### src/rtl/hgw_apb_pkg.sv
// -----------------------------------------------------------------------------
// hgw_apb_pkg
// Shared definitions for the APB master / arbiter slice.
//   DW           : APB data width (fixed at 32)
//   apb_state_t  : APB master phase encoding (IDLE=0, SETUP=1, ACCESS=2)
// -----------------------------------------------------------------------------
package hgw_apb_pkg;

  localparam int DW = 32;

  typedef enum logic [1:0] {
    ST_IDLE   = 2'd0,
    ST_SETUP  = 2'd1,
    ST_ACCESS = 2'd2
  } apb_state_t;

endpackage : hgw_apb_pkg

### src/rtl/hgw_rr_arb.sv
// -----------------------------------------------------------------------------
// hgw_rr_arb
// Round-robin arbiter. The search starts one past the last granted index and
// wraps modulo NREQ; the pointer moves to the winner whenever a grant is taken.
// After reset the pointer sits at NREQ-1 so requester 0 wins first.
// Ports:
//   pclk, presetn : clock / async active-low reset
//   req           : eligible requests, one bit per requester
//   en            : grant enable (arbitration only happens while high)
//   gnt_idx       : index of the winning requester
//   gnt_vld       : a winner exists and en is high
// -----------------------------------------------------------------------------
module hgw_rr_arb #(
  parameter  int NREQ = 2,
  localparam int IW   = (NREQ > 1) ? $clog2(NREQ) : 1
) (
  input  logic            pclk,
  input  logic            presetn,
  input  logic [NREQ-1:0] req,
  input  logic            en,
  output logic [IW-1:0]   gnt_idx,
  output logic            gnt_vld
);

  logic [IW-1:0] last_gnt;

  // NOTE: every variable written in always_comb gets a default before any
  // conditional assignment, otherwise synthesis infers a latch to hold it.
  always_comb begin
    int cand;
    gnt_vld = 1'b0;
    gnt_idx = '0;
    cand    = 0;
    for (int i = 1; i <= NREQ; i++) begin
      cand = int'(last_gnt) + i;
      if (cand >= NREQ) cand = cand - NREQ;
      if (en && !gnt_vld && req[cand]) begin
        gnt_vld = 1'b1;
        gnt_idx = IW'(cand);
      end
    end
  end

  // NOTE: sequential state uses non-blocking assignments so every flop samples
  // its inputs from the same pre-edge values regardless of statement order.
  always_ff @(posedge pclk or negedge presetn) begin
    if (!presetn) begin
      last_gnt <= IW'(NREQ - 1);
    end else if (gnt_vld) begin
      last_gnt <= gnt_idx;
    end
  end

endmodule : hgw_rr_arb

### src/rtl/hgw_apb_mst_arb.sv
// -----------------------------------------------------------------------------
// hgw_apb_mst_arb
// Arbitrates NREQ simple request/ack clients onto one APB master port.
// A winner's command is registered in IDLE, driven through SETUP and ACCESS,
// and completion is reported with a one-cycle o_ack pulse to that requester.
// An optional ACCESS-phase timeout (TO_CYC>0) completes the transfer with an
// error when the completer never raises pready.
// Ports:
//   pclk, presetn        : clock / async active-low reset
//   i_req, i_wr          : per-requester request and direction (1 = write)
//   i_addr, i_wdata      : packed per-requester address / write data
//   o_ack                : one-cycle completion pulse per requester
//   o_rdata, o_err       : completion data / error, valid with o_ack, held after
//   paddr..pwdata        : APB master request
//   pready, pslverr      : APB completer response (sampled only in ACCESS)
//   prdata               : APB completer read data
// -----------------------------------------------------------------------------
module hgw_apb_mst_arb
  import hgw_apb_pkg::*;
#(
  parameter int BW     = 16,
  parameter int NREQ   = 2,
  parameter int TO_CYC = 255
) (
  input  logic               pclk,
  input  logic               presetn,
  input  logic [NREQ-1:0]    i_req,
  input  logic [NREQ-1:0]    i_wr,
  input  logic [NREQ*BW-1:0] i_addr,
  input  logic [NREQ*DW-1:0] i_wdata,
  output logic [NREQ-1:0]    o_ack,
  output logic [DW-1:0]      o_rdata,
  output logic               o_err,
  output logic [BW-1:0]      paddr,
  output logic               psel,
  output logic               penable,
  output logic               pwrite,
  output logic [DW-1:0]      pwdata,
  input  logic               pready,
  input  logic               pslverr,
  input  logic [DW-1:0]      prdata
);

  localparam int IW = (NREQ > 1) ? $clog2(NREQ) : 1;
  localparam int CW = (TO_CYC > 0) ? $clog2(TO_CYC + 1) : 1;
  localparam logic [CW-1:0] TO_LAST = (TO_CYC > 0) ? CW'(TO_CYC - 1) : '0;

  apb_state_t    state, state_nxt;
  logic [CW-1:0] to_cnt;
  logic [IW-1:0] win_idx;
  logic [IW-1:0] gnt_idx;
  logic          gnt_vld;
  logic          xfer_done;
  logic          xfer_tmo;

  // A requester is not eligible in the cycle its ack is visible, so a client
  // that has not yet dropped i_req cannot be granted a duplicate transfer.
  hgw_rr_arb #(.NREQ(NREQ)) u_arb (
    .pclk    (pclk),
    .presetn (presetn),
    .req     (i_req & ~o_ack),
    .en      (state == ST_IDLE),
    .gnt_idx (gnt_idx),
    .gnt_vld (gnt_vld)
  );

  assign psel      = (state != ST_IDLE);
  assign penable   = (state == ST_ACCESS);
  assign xfer_done = (state == ST_ACCESS) && pready;
  // to_cnt counts completed wait cycles, so reaching TO_LAST with pready still
  // low means this is the TO_CYC-th ACCESS cycle.
  assign xfer_tmo  = (TO_CYC > 0) && (state == ST_ACCESS) && !pready && (to_cnt == TO_LAST);

  always_comb begin
    state_nxt = state;
    case (state)
      ST_IDLE:   if (gnt_vld) state_nxt = ST_SETUP;
      ST_SETUP:  state_nxt = ST_ACCESS;
      ST_ACCESS: if (xfer_done || xfer_tmo) state_nxt = ST_IDLE;
      default:   state_nxt = ST_IDLE;
    endcase
  end

  always_ff @(posedge pclk or negedge presetn) begin
    if (!presetn) state <= ST_IDLE;
    else          state <= state_nxt;
  end

  always_ff @(posedge pclk or negedge presetn) begin
    if (!presetn) begin
      win_idx <= '0;
      pwrite  <= 1'b0;
      paddr   <= '0;
      pwdata  <= '0;
      to_cnt  <= '0;
      o_ack   <= '0;
      o_rdata <= '0;
      o_err   <= 1'b0;
    end else begin
      o_ack <= '0;
      if (state == ST_IDLE && gnt_vld) begin
        win_idx <= gnt_idx;
        pwrite  <= i_wr[gnt_idx];
        paddr   <= i_addr[int'(gnt_idx)*BW +: BW];
        pwdata  <= i_wdata[int'(gnt_idx)*DW +: DW];
        to_cnt  <= '0;
      end
      if (state == ST_ACCESS && !pready) begin
        to_cnt <= to_cnt + CW'(1);
      end
      if (xfer_done || xfer_tmo) begin
        o_ack[win_idx] <= 1'b1;
        o_rdata        <= (xfer_done && !pwrite) ? prdata : '0;
        o_err          <= xfer_tmo ? 1'b1 : pslverr;
      end
    end
  end

endmodule : hgw_apb_mst_arb

### config.mk
export PLATFORM = sky130hd
export DESIGN_NAME = hgw_apb_mst_arb
export DESIGN_NICKNAME = d
export VERILOG_FILES = /design/src/rtl/hgw_apb_pkg.sv /design/src/rtl/hgw_rr_arb.sv /design/src/rtl/hgw_apb_mst_arb.sv
export SDC_FILE = /design/constraint.sdc
export NUM_CORES = 1
export LEC_CHECK = 0
export BUFFER_PORTS_ARGS = -buffer_cell sky130_fd_sc_hd__buf_2
export CORE_MARGIN = 2
export CORE_UTILIZATION = 34
export CTS_CLUSTER_DIAMETER = 60
export DETAILED_ROUTE_END_ITERATION = 10
export GPL_ROUTABILITY_DRIVEN = 0
export MAX_ROUTING_LAYER = met4
export SLEW_MARGIN = 5
export SYNTH_ARGS = -nofsm -noshare
export SYNTH_HDL_FRONTEND = slang
export SYNTH_HIERARCHICAL = 1
export SYNTH_SLANG_ARGS = --single-unit
export TNS_END_PERCENT = 5
### constraint.sdc
create_clock -name pclk -period 5.8 [get_ports pclk]
set_clock_uncertainty 0.15 [all_clocks]
set_input_delay 1.16 -clock pclk [delete_from_list [all_inputs] [get_ports pclk]]
set_output_delay 1.16 -clock pclk [all_outputs]
set_load 0.05 [all_outputs]
==> results.txt, run 1 <==
Worst Path Buf+Inv: 2
Starting Density: 34.6%
WHS Endpoint: to_cnt[5]
Min-delay worst type: reg -> reg
Startpoint types: primary input
Vias per cell: 4.83
TritonCTS clock tree: built
Die Span Y: 114 µm
Die W: 114 µm
Post-CTS Setup Bufs: 0
Initial DRC Count: 144
Final Hold Vio Count: 0
DR pass1 iterations: 4
Worst-case clock buffer depth: 2
Fin. max-slew vios: 0
Normalized max-slew margin: 21.9%
Slew @ Worst Pin: 1.17 ns
# fillers: 1,121
Post-synthesis mux area share: 13.8%
Die area: 13,100 µm²
Status: finished clean
Hold path start: to_cnt[5]
Post-Synth XOR/XNOR Area: 0%
CP required: 5.82 ns
Sequential area share after synthesis: 58.1%
Final hold slack: 0.320 ns
Crit. End Element: flop
Arrival @ worst endpoint: 3.24 ns
Row count: 40
Mean Syn Cell Area: 11.6 µm²
Total global routing overflow: 0
Register bit total from synthesis: 96
Max incr delay on CP: 0.83 ns
Worst-path clk slew: 0.06 ns
Vias in the first global route: 3,448
Reg2reg setup slack: 2.87 ns
Tcrit/Tclk final: 55.5%
Compound-cell area share of the yosys netlist: 14.6%
Wire length of the first global-routing pass: 16.0 mm
Fmax: 311 MHz
# hold bufs at CTS: 0
Yosys cell types: 31
Ports: 222
Family with the most delay on the worst path: compound AO/OA/AOI/OAI gates
Initial antenna violation count: 0
FF-to-FF path depth: 6
CTS Buf Count: 9
Port bufs: 221
Power Density: 671 nW/µm²
Setup violations, final: 0
H-tree Lvls: 3
Worst r2r dst: pwdata[8]
Root buffer cell: clkbuf_16
Setup_tns: 0 ns
Unrepaired setup endpoints after global routing: no
Hold Crit Depth: 1
Core area: 12,000 µm²
Crit path cell chain: buf_2 > nor2b_1 > nand2_1 > a21oi_4 > buf_4 > mux2i_1 > o21ai_0
Final Net Count: 704
Max IR drop VDD: 0.000244 V
Largest net degree at the start of global routing: 108
Crit Path Class: in -> reg
Register Area: 2400 µm²
Antenna Nets Post-Route: 0
Diode count: 0
Post-DP HPWL: 7.09 mm
Static Leak: 2.94 nW
Clk sinks: 96
Simple-gate share of the synthesized area: 9.26%
Synth Instances: 358
Asr flop ratio synth: 100%
WL final: 10.0 mm
Layout cells sized above 1: 43.6%
Max-cap violation count: 0
Ys flop type: dfrtp_1
Reg2reg start: state[0]
Synth Area in Adders: 0.605%
Tot GR Track Use: 16.0%
Synth Warn #: 6
Drt drc: 0
Area of the multi-input gates: 1600 µm²
WL per Instance: 14.0 µm
Via Count: 3,467
Cell Area, Synth: 4140 µm²
CP max stage cell: a21oi_4
CP max FO: 27
Worst-Skew Late Latency: 0.34 ns
Final Critical Period: 3.22 ns
Post-CTS resize count: 0
Largest family of logic cells by synthesized area: compound AO/OA/AOI/OAI gates
Post-synth EDFFs: 0
Area growth from synthesis to layout: 35.6%
Syn_nets: 496
Yosys cell counts (2+ instances only):
master     n  share of area, %
clkbuf_1  12               1.1
a22o_2     2              0.48
nand4_1    4              0.61
inv_1      5              0.45
o21ai_1   11               1.3
a21oi_1    2              0.24
and3_1     3              0.45
buf_2      8              0.97
dfrtp_1   95                57
buf_6      3              0.82
o21ai_0   41               5.0
mux2i_1   56                14
nand2_1   60               5.4
nor2b_1    2              0.30
or3b_1     2              0.42
nand3_1    3              0.36
ha_1       2              0.61
nor2_1     2              0.18
a22o_1    31               6.6
buf_1      3              0.27
cell usage in the layout, fill, tap and decap left out, drive strengths merged, types with 3 or more instances in the layout:
cell,instances
clkbuf,11
dfrtp,95
clkinvlp,3
mux2i,56
nand3,3
and3,3
nand4,4
nand2,60
a22o,33
inv,7
o21ai,52
buf,223
nor2b,3
area by class of cell:
type,count,area share [%]
well taps,147,3.28
clock buffers,11,4.33
repair buffers,223,20.0
clock inverters,5,0.714
flip-flops and latches,96,42.9
inverters,5,0.335
multi-input cells,231,28.5
registers in the layout (all words and copies together) (netlist names):
name            cells
pwdata             32
o_rdata            32
o_err               1
to_cnt              8
paddr              16
o_ack               2
win_idx             1
pwrite              1
u_arb/last_gnt      1
state               2
cell families (layout without fill, tap and decap cells):
family | count (synthesis) | after routing
flops | 96 | 96
buf+inv | 31 | 244
compound gates | 90 | 90
fa+ha+maj | 2 | 2
simple gates | 82 | 82
mux | 57 | 57
power breakdown:
group,internal (mW),switching [mW]
sequential,0.975,0.171
clock,0.306,0.259
combinational,0.531,1.52
total,1.81,1.96
worst max-delay path by stage:
stage	depth (start not counted)	start	to
3_3_place_gp	7	i_req[1]	pwdata[1]
6_report	7	i_req[1]	pwdata[8]
2_1_floorplan	7	i_req[1]	pwdata[18]
4_1_cts	7	i_req[1]	pwdata[2]
5_1_grt	7	i_req[1]	pwdata[4]
3_5_place_dp	7	i_req[1]	pwdata[4]
layer usage:
metal,routed length [µm],global-route usage (%)
met5,0,-
met2,4650,25.3
met4,249,7.89
met3,633,3.23
met1,4510,19.6
metrics by stage:
step,setup WS [ns],area [µm²],utilization [%],cells,power [mW]
global placement,2.24,5330,44.5,702,3.20
floorplan,3.10,4140,-,358,2.75
global route,2.35,5610,46.9,718,4.00
finish,2.58,5610,46.9,718,3.77
detailed placement,2.14,5330,44.5,702,3.24
CTS,2.51,5610,46.9,718,3.81
Note: power is estimated with default switching activity, not from simulation.
==> run 2: changes to the inputs <==
--- a/config.mk
+++ b/config.mk
@@ -5,6 +5,7 @@
 export SDC_FILE = /design/constraint.sdc
 export NUM_CORES = 1
 export LEC_CHECK = 0
+export ABC_AREA = 1
 export BUFFER_PORTS_ARGS = -buffer_cell sky130_fd_sc_hd__buf_2
 export CORE_MARGIN = 2
 export CORE_UTILIZATION = 34
==> constraint.sdc (replaced) <==
create_clock -name pclk -period 3.4 [get_ports pclk]
set_clock_uncertainty 0.15 [all_clocks]
set_input_delay 0.68 -clock pclk [delete_from_list [all_inputs] [get_ports pclk]]
set_output_delay 0.68 -clock pclk [all_outputs]
set_load 0.05 [all_outputs]
==> results.txt, run 2 <==
Vias per cell: 4.61
Vias in the first global route: 3,826
Layout Utilization: 46.8%
Row count: 41
CP max FO: 27
Final Hold Vio Count: 0
Power Density: 1090 nW/µm²
Root buffer cell: clkbuf_16
Asr flop ratio synth: 100%
Core area: 12,500 µm²
Wire length of the first global-routing pass: 18.2 mm
Met3 routed WL: 912 µm
Max-cap violation count: 0
Worst r2r dst: pwdata[2]
Top cell type's share of synthesized area: 54.8%
Synth Warn #: 6
# fillers: 1,277
Final Critical Period: 2.16 ns
Setup violations, final: 0
Cell taking the most area after synthesis: dfrtp_1
Commonest non-fill, non-tap cell in the layout: buf_2
H-tree Lvls: 3
Status: finished clean
CP required: 3.49 ns
Placed cells: 874
Cell Area, Synth: 4340 µm²
Yosys cell types: 24
Die W: 117 µm
Most common cell in the synthesized netlist: nand2_1
Diode count: 0
Clk sinks: 96
Most frequent cells in the layout: buf_2, nand2_1, nor2_1, dfrtp_1, o31ai_1
Area of the multi-input gates: 1690 µm²
WL final: 11.7 mm
Setup ws final: 1.24 ns
Register bit total from synthesis: 96
Setup_tns: 0 ns
FF-to-FF path depth: 8
Arrival @ worst endpoint: 2.24 ns
Fin. max-slew vios: 0
Crit Path Class: in -> reg
Drt drc: 0
Post-DP HPWL: 8.42 mm
Ports: 222
CTS Buf Count: 9
Slew @ Worst Pin: 0.723 ns
Largest registers: o_rdata (32), pwdata (32), paddr (16)
Starting Density: 34.6%
Pre-CTS setup slack: 0.835 ns
Unrepaired setup endpoints after global routing: no
Sequential area share after synthesis: 55.4%
Port bufs: 221
Post-CTS resize count: 0
Ys flop type: dfrtp_1
Register Area: 2400 µm²
Total global routing overflow: 0
Post-CTS Setup Bufs: 0
WL per Instance: 13.2 µm
Startpoint types: primary input
Met1 Routed Length: 5.35 mm
Reg2reg setup slack: 1.28 ns
Mean Syn Cell Area: 8.52 µm²
List of most frequent post-synthesis cells: nand2_1, nor2_1, dfrtp_1, o31ai_1, nand3_1
Normalized max-slew margin: 51.7%
Reg2reg start: o_ack[0]
DR pass1 iterations: 4
Tcrit/Tclk final: 63.4%
Largest net degree at the start of global routing: 61
Fin cells: 888
Min-delay worst type: in -> async
Initial antenna violation count: 0
Initial DRC Count: 214
Layout cells sized above 1: 35.3%
Max IR drop VDD: 0.000595 V
Final Net Count: 851
Crit. End Element: flop
Area growth from synthesis to layout: 35.0%
Die area: 13,700 µm²
# hold bufs at CTS: 0
Top Metal Used: met4
TritonCTS clock tree: built
Die Span Y: 117 µm
Syn_nets: 647
Worst-path clk slew: 0.07 ns
Synth Instances: 509
Worst-Skew Late Latency: 0.34 ns
Largest cells by area after synthesis: dfrtp_1, nand2_1, nor2_1
Via Count: 4,097
Antenna Nets Post-Route: 0
Worst-case clock buffer depth: 2
Post-synth EDFFs: 0
Met2 WL: 5.30 mm
Fmax: 464 MHz
Tot GR Track Use: 17.7%
Static Leak: 3.26 nW
[run 2: area by class of cell]
cell class | instances | share of cell area, %
inverter | 20 | 1.28
clock inverter | 4 | 1.20
multi-input combinational | 361 | 28.8
sequential | 96 | 41.1
timing repair buffer | 225 | 19.9
clock buffer | 10 | 4.08
tap | 172 | 3.68
[run 2: worst max-delay path by stage]
stage              from         to  slack [ns]  cells past startpoint
6_report       i_req[0]  pwdata[2]        1.24                     10
5_1_grt        i_req[0]   paddr[8]        0.97                     10
2_1_floorplan  i_req[0]   paddr[0]        1.42                     10
3_3_place_gp   i_req[0]  paddr[12]        0.89                     10
4_1_cts        i_req[0]  pwdata[2]        1.20                     10
3_5_place_dp   i_req[0]  pwdata[2]        0.84                     10
[run 2: cell families (layout without fill, tap and decap cells)]
group                    count (synthesis)  after routing  share of synthesized area [%]
AO/OA/AOI/OAI                           61             61                           10.1
buffers and inverters                   52            259                           5.83
AND/OR/NAND/NOR                        298            298                           28.1
adder cells (fa/ha/maj)                  2              2                          0.577
flip-flops                              96             96                           55.4
[run 2: worst max-delay path, cell delays in order]
cell     delay [ns]
buf_2          0.07
inv_1          0.03
nor2_1         0.14
nand2_1        0.07
nand3_1        0.13
inv_1          0.09
inv_2          0.31
buf_4          0.39
nor2_1         0.07
o31ai_1        0.26
[run 2: per-stage QoR]
stage / total power [mW] / hold slack [ns] / area, µm²
after global placement: 5.31 / 0.301 / 5540
after global routing: 6.79 / 0.268 / 5850
after CTS: 6.45 / 0.246 / 5850
after detailed placement: 5.36 / 0.304 / 5540
after floorplan: 4.52 / 0.234 / 4340
final: 6.38 / 0.221 / 5850
[run 2: layer usage]
layer	global-route usage (%)	up-vias
li1	-	2057
met1	22.9	1855
met2	27.2	174
met3	4.02	11
met4	6.67	0
met5	-	-
[run 2: power breakdown]
group | total, mW | switching (mW) | internal, mW
sequential | 1.91 | 0.276 | 1.63
clock | 1.07 | 0.414 | 0.654
combinational | 3.41 | 2.61 | 0.792
==> run 3: changes to the inputs <==
--- a/config.mk
+++ b/config.mk
@@ -5,7 +5,7 @@
 export SDC_FILE = /design/constraint.sdc
 export NUM_CORES = 1
 export LEC_CHECK = 0
-export ABC_AREA = 1
+export ABC_AREA = 0
 export BUFFER_PORTS_ARGS = -buffer_cell sky130_fd_sc_hd__buf_2
 export CORE_MARGIN = 2
 export CORE_UTILIZATION = 34
==> constraint.sdc (replaced) <==
create_clock -name pclk -period 2.1 [get_ports pclk]
set_clock_uncertainty 0.15 [all_clocks]
set_input_delay 0.42 -clock pclk [delete_from_list [all_inputs] [get_ports pclk]]
set_output_delay 0.42 -clock pclk [all_outputs]
set_load 0.05 [all_outputs]
==> results.txt, run 3 (synthesis results as in run 1) <==
Reg2reg setup slack: 0.18 ns
Clock power frac: 17.0%
Vias per cell: 4.69
Drt drc: 0
H-tree Lvls: 3
Layout cells sized above 1: 45.2%
Arrival @ worst endpoint: 2.02 ns
Cell-internal power: 5.53 mW
Ports: 222
Row count: 40
Fmax: 520 MHz
Reg2reg start: o_ack[0]
Total global routing overflow: 0
Wire length of the first global-routing pass: 16.1 mm
Final Critical Period: 1.92 ns
Max-cap violation count: 0
Worst-Skew Late Latency: 0.33 ns
Worst-case clock buffer depth: 2
Post-CTS resize count: 0
Post-Place Cell Area: 5490 µm²
Initial antenna violation count: 0
Initial DRC Count: 164
Core area: 12,000 µm²
Post-CTS Setup Bufs: 0
TritonCTS clock tree: built
Crit. End Element: flop
Die W: 114 µm
Static Leak: 3.07 nW
Psw: 5.43 mW
Post-route cell area: 5850 µm²
Tot GR Track Use: 15.9%
Gate power share: 54.4%
CP max FO: 36
Die area: 13,100 µm²
Via Count: 3,428
Port bufs: 221
Unrepaired setup endpoints after global routing: no
Hold path start: prdata[15]
Max IR drop VDD: 0.000696 V
Register Area: 2410 µm²
CTS Buf Count: 9
Commonest non-fill, non-tap cell in the layout: buf_2
Hold Crit Depth: 2
FF-to-FF path depth: 5
Final Hold Vio Count: 0
Worst r2r dst: pwdata[26]
Min-delay worst type: in -> reg
Root buffer cell: clkbuf_16
Starting Density: 34.6%
Largest registers: o_rdata (32), pwdata (32), paddr (16)
Final Net Count: 717
WL final: 9.80 mm
# hold bufs at CTS: 1
Crit path from: o_ack[0]
Final hold slack: 0.142 ns
Diode count: 0
Placed cells: 714
Worst-path clk slew: 0.07 ns
# fillers: 1,088
DR pass1 iterations: 4
Area of the multi-input gates: 1600 µm²
Power Density: 1880 nW/µm²
Setup violations, final: 0
WHS Endpoint: o_rdata[15]
Post-DP HPWL: 7.46 mm
Startpoint types: flop
Clk sinks: 96
Die Span Y: 114 µm
CP required: 2.20 ns
Largest net degree at the start of global routing: 38
Tcrit/Tclk final: 91.5%
Slew @ Worst Pin: 0.441 ns
Area growth from synthesis to layout: 41.4%
Vias in the first global route: 3,285
Normalized max-slew margin: 70.6%
Seq pwr share: 28.6%
Most frequent cells in the layout: buf_2, dfrtp_1, nand2_1, mux2i_1, o21ai_0
Status: finished clean
Fin cells: 731
Fin. max-slew vios: 0
Layout Utilization: 48.9%
Antenna Nets Post-Route: 0
Setup_tns: 0 ns
Crit Path Class: reg -> reg
WL per Instance: 13.4 µm
Sw Share: 49.5%
-- run 3: cell types whose count changed in the layout (fill, tap and decap cells not counted), moves of 4 or more --
cell	delta
a22o_1	+31
mux2i_1	+56
nand3_1	-36
o21ai_0	+37
nor2_1	-101
o21ai_1	+6
inv_1	-12
buf_12	+4
o31ai_1	-49
buf_4	+6
nand2_1	-86
-- run 3: layout make-up --
cell class | instances | share of cell area (%)
multi-input cells | 231 | 27.3
well taps | 147 | 3.15
repair buffers | 236 | 22.2
clock buffers | 9 | 3.85
clock inverters | 7 | 2.01
flip-flops and latches | 96 | 41.2
inverters | 5 | 0.321
-- run 3: worst max-delay path by stage --
stage | end | slack, ns | cells after the start
floorplan | pwdata[18] | 0.07 | 8
global placement | pwdata[28] | 0.1 | 7
detailed placement | pwdata[29] | 0.04 | 6
CTS | pwdata[8] | 0.16 | 5
global route | pwdata[28] | 0.03 | 5
finish | pwdata[26] | 0.18 | 5
-- run 3: metal layers --
metal	global-route usage (%)	routed length [µm]	up-vias
met5	-	0	-
met1	20.1	4310	1596
met2	25.5	4850	120
met3	3.12	521	8
li1	-	-	1704
met4	5.61	119	0
-- run 3: worst max-delay path, stage by stage (launching register included) --
cell     delay [ns]
dfrtp_2        0.40
nor2b_1        0.27
o21a_1         0.16
or3b_4         0.46
buf_12         0.19
o21ai_0        0.20
-- run 3: stage by stage --
stage | worst slack [ns] | total power [mW]
3_5_place_dp | 0.0405 | 9.20
6_report | 0.178 | 11.0
2_1_floorplan | 0.0669 | 7.60
5_1_grt | 0.0343 | 11.6
3_3_place_gp | 0.0994 | 9.07
4_1_cts | 0.158 | 11.1
-- run 3: power by group through the flow --
| stage | registers (mW) | logic (mW) | clock network [mW] |
|---|---|---|---|
| after floorplan | 5.79 | 1.81 | 0 |
| after global placement | 3.14 | 5.93 | 0 |
| after detailed placement | 3.15 | 6.05 | 0 |
| after CTS | 3.14 | 6.03 | 1.92 |
| after global routing | 3.24 | 6.40 | 2.01 |
| final | 3.13 | 5.97 | 1.87 |
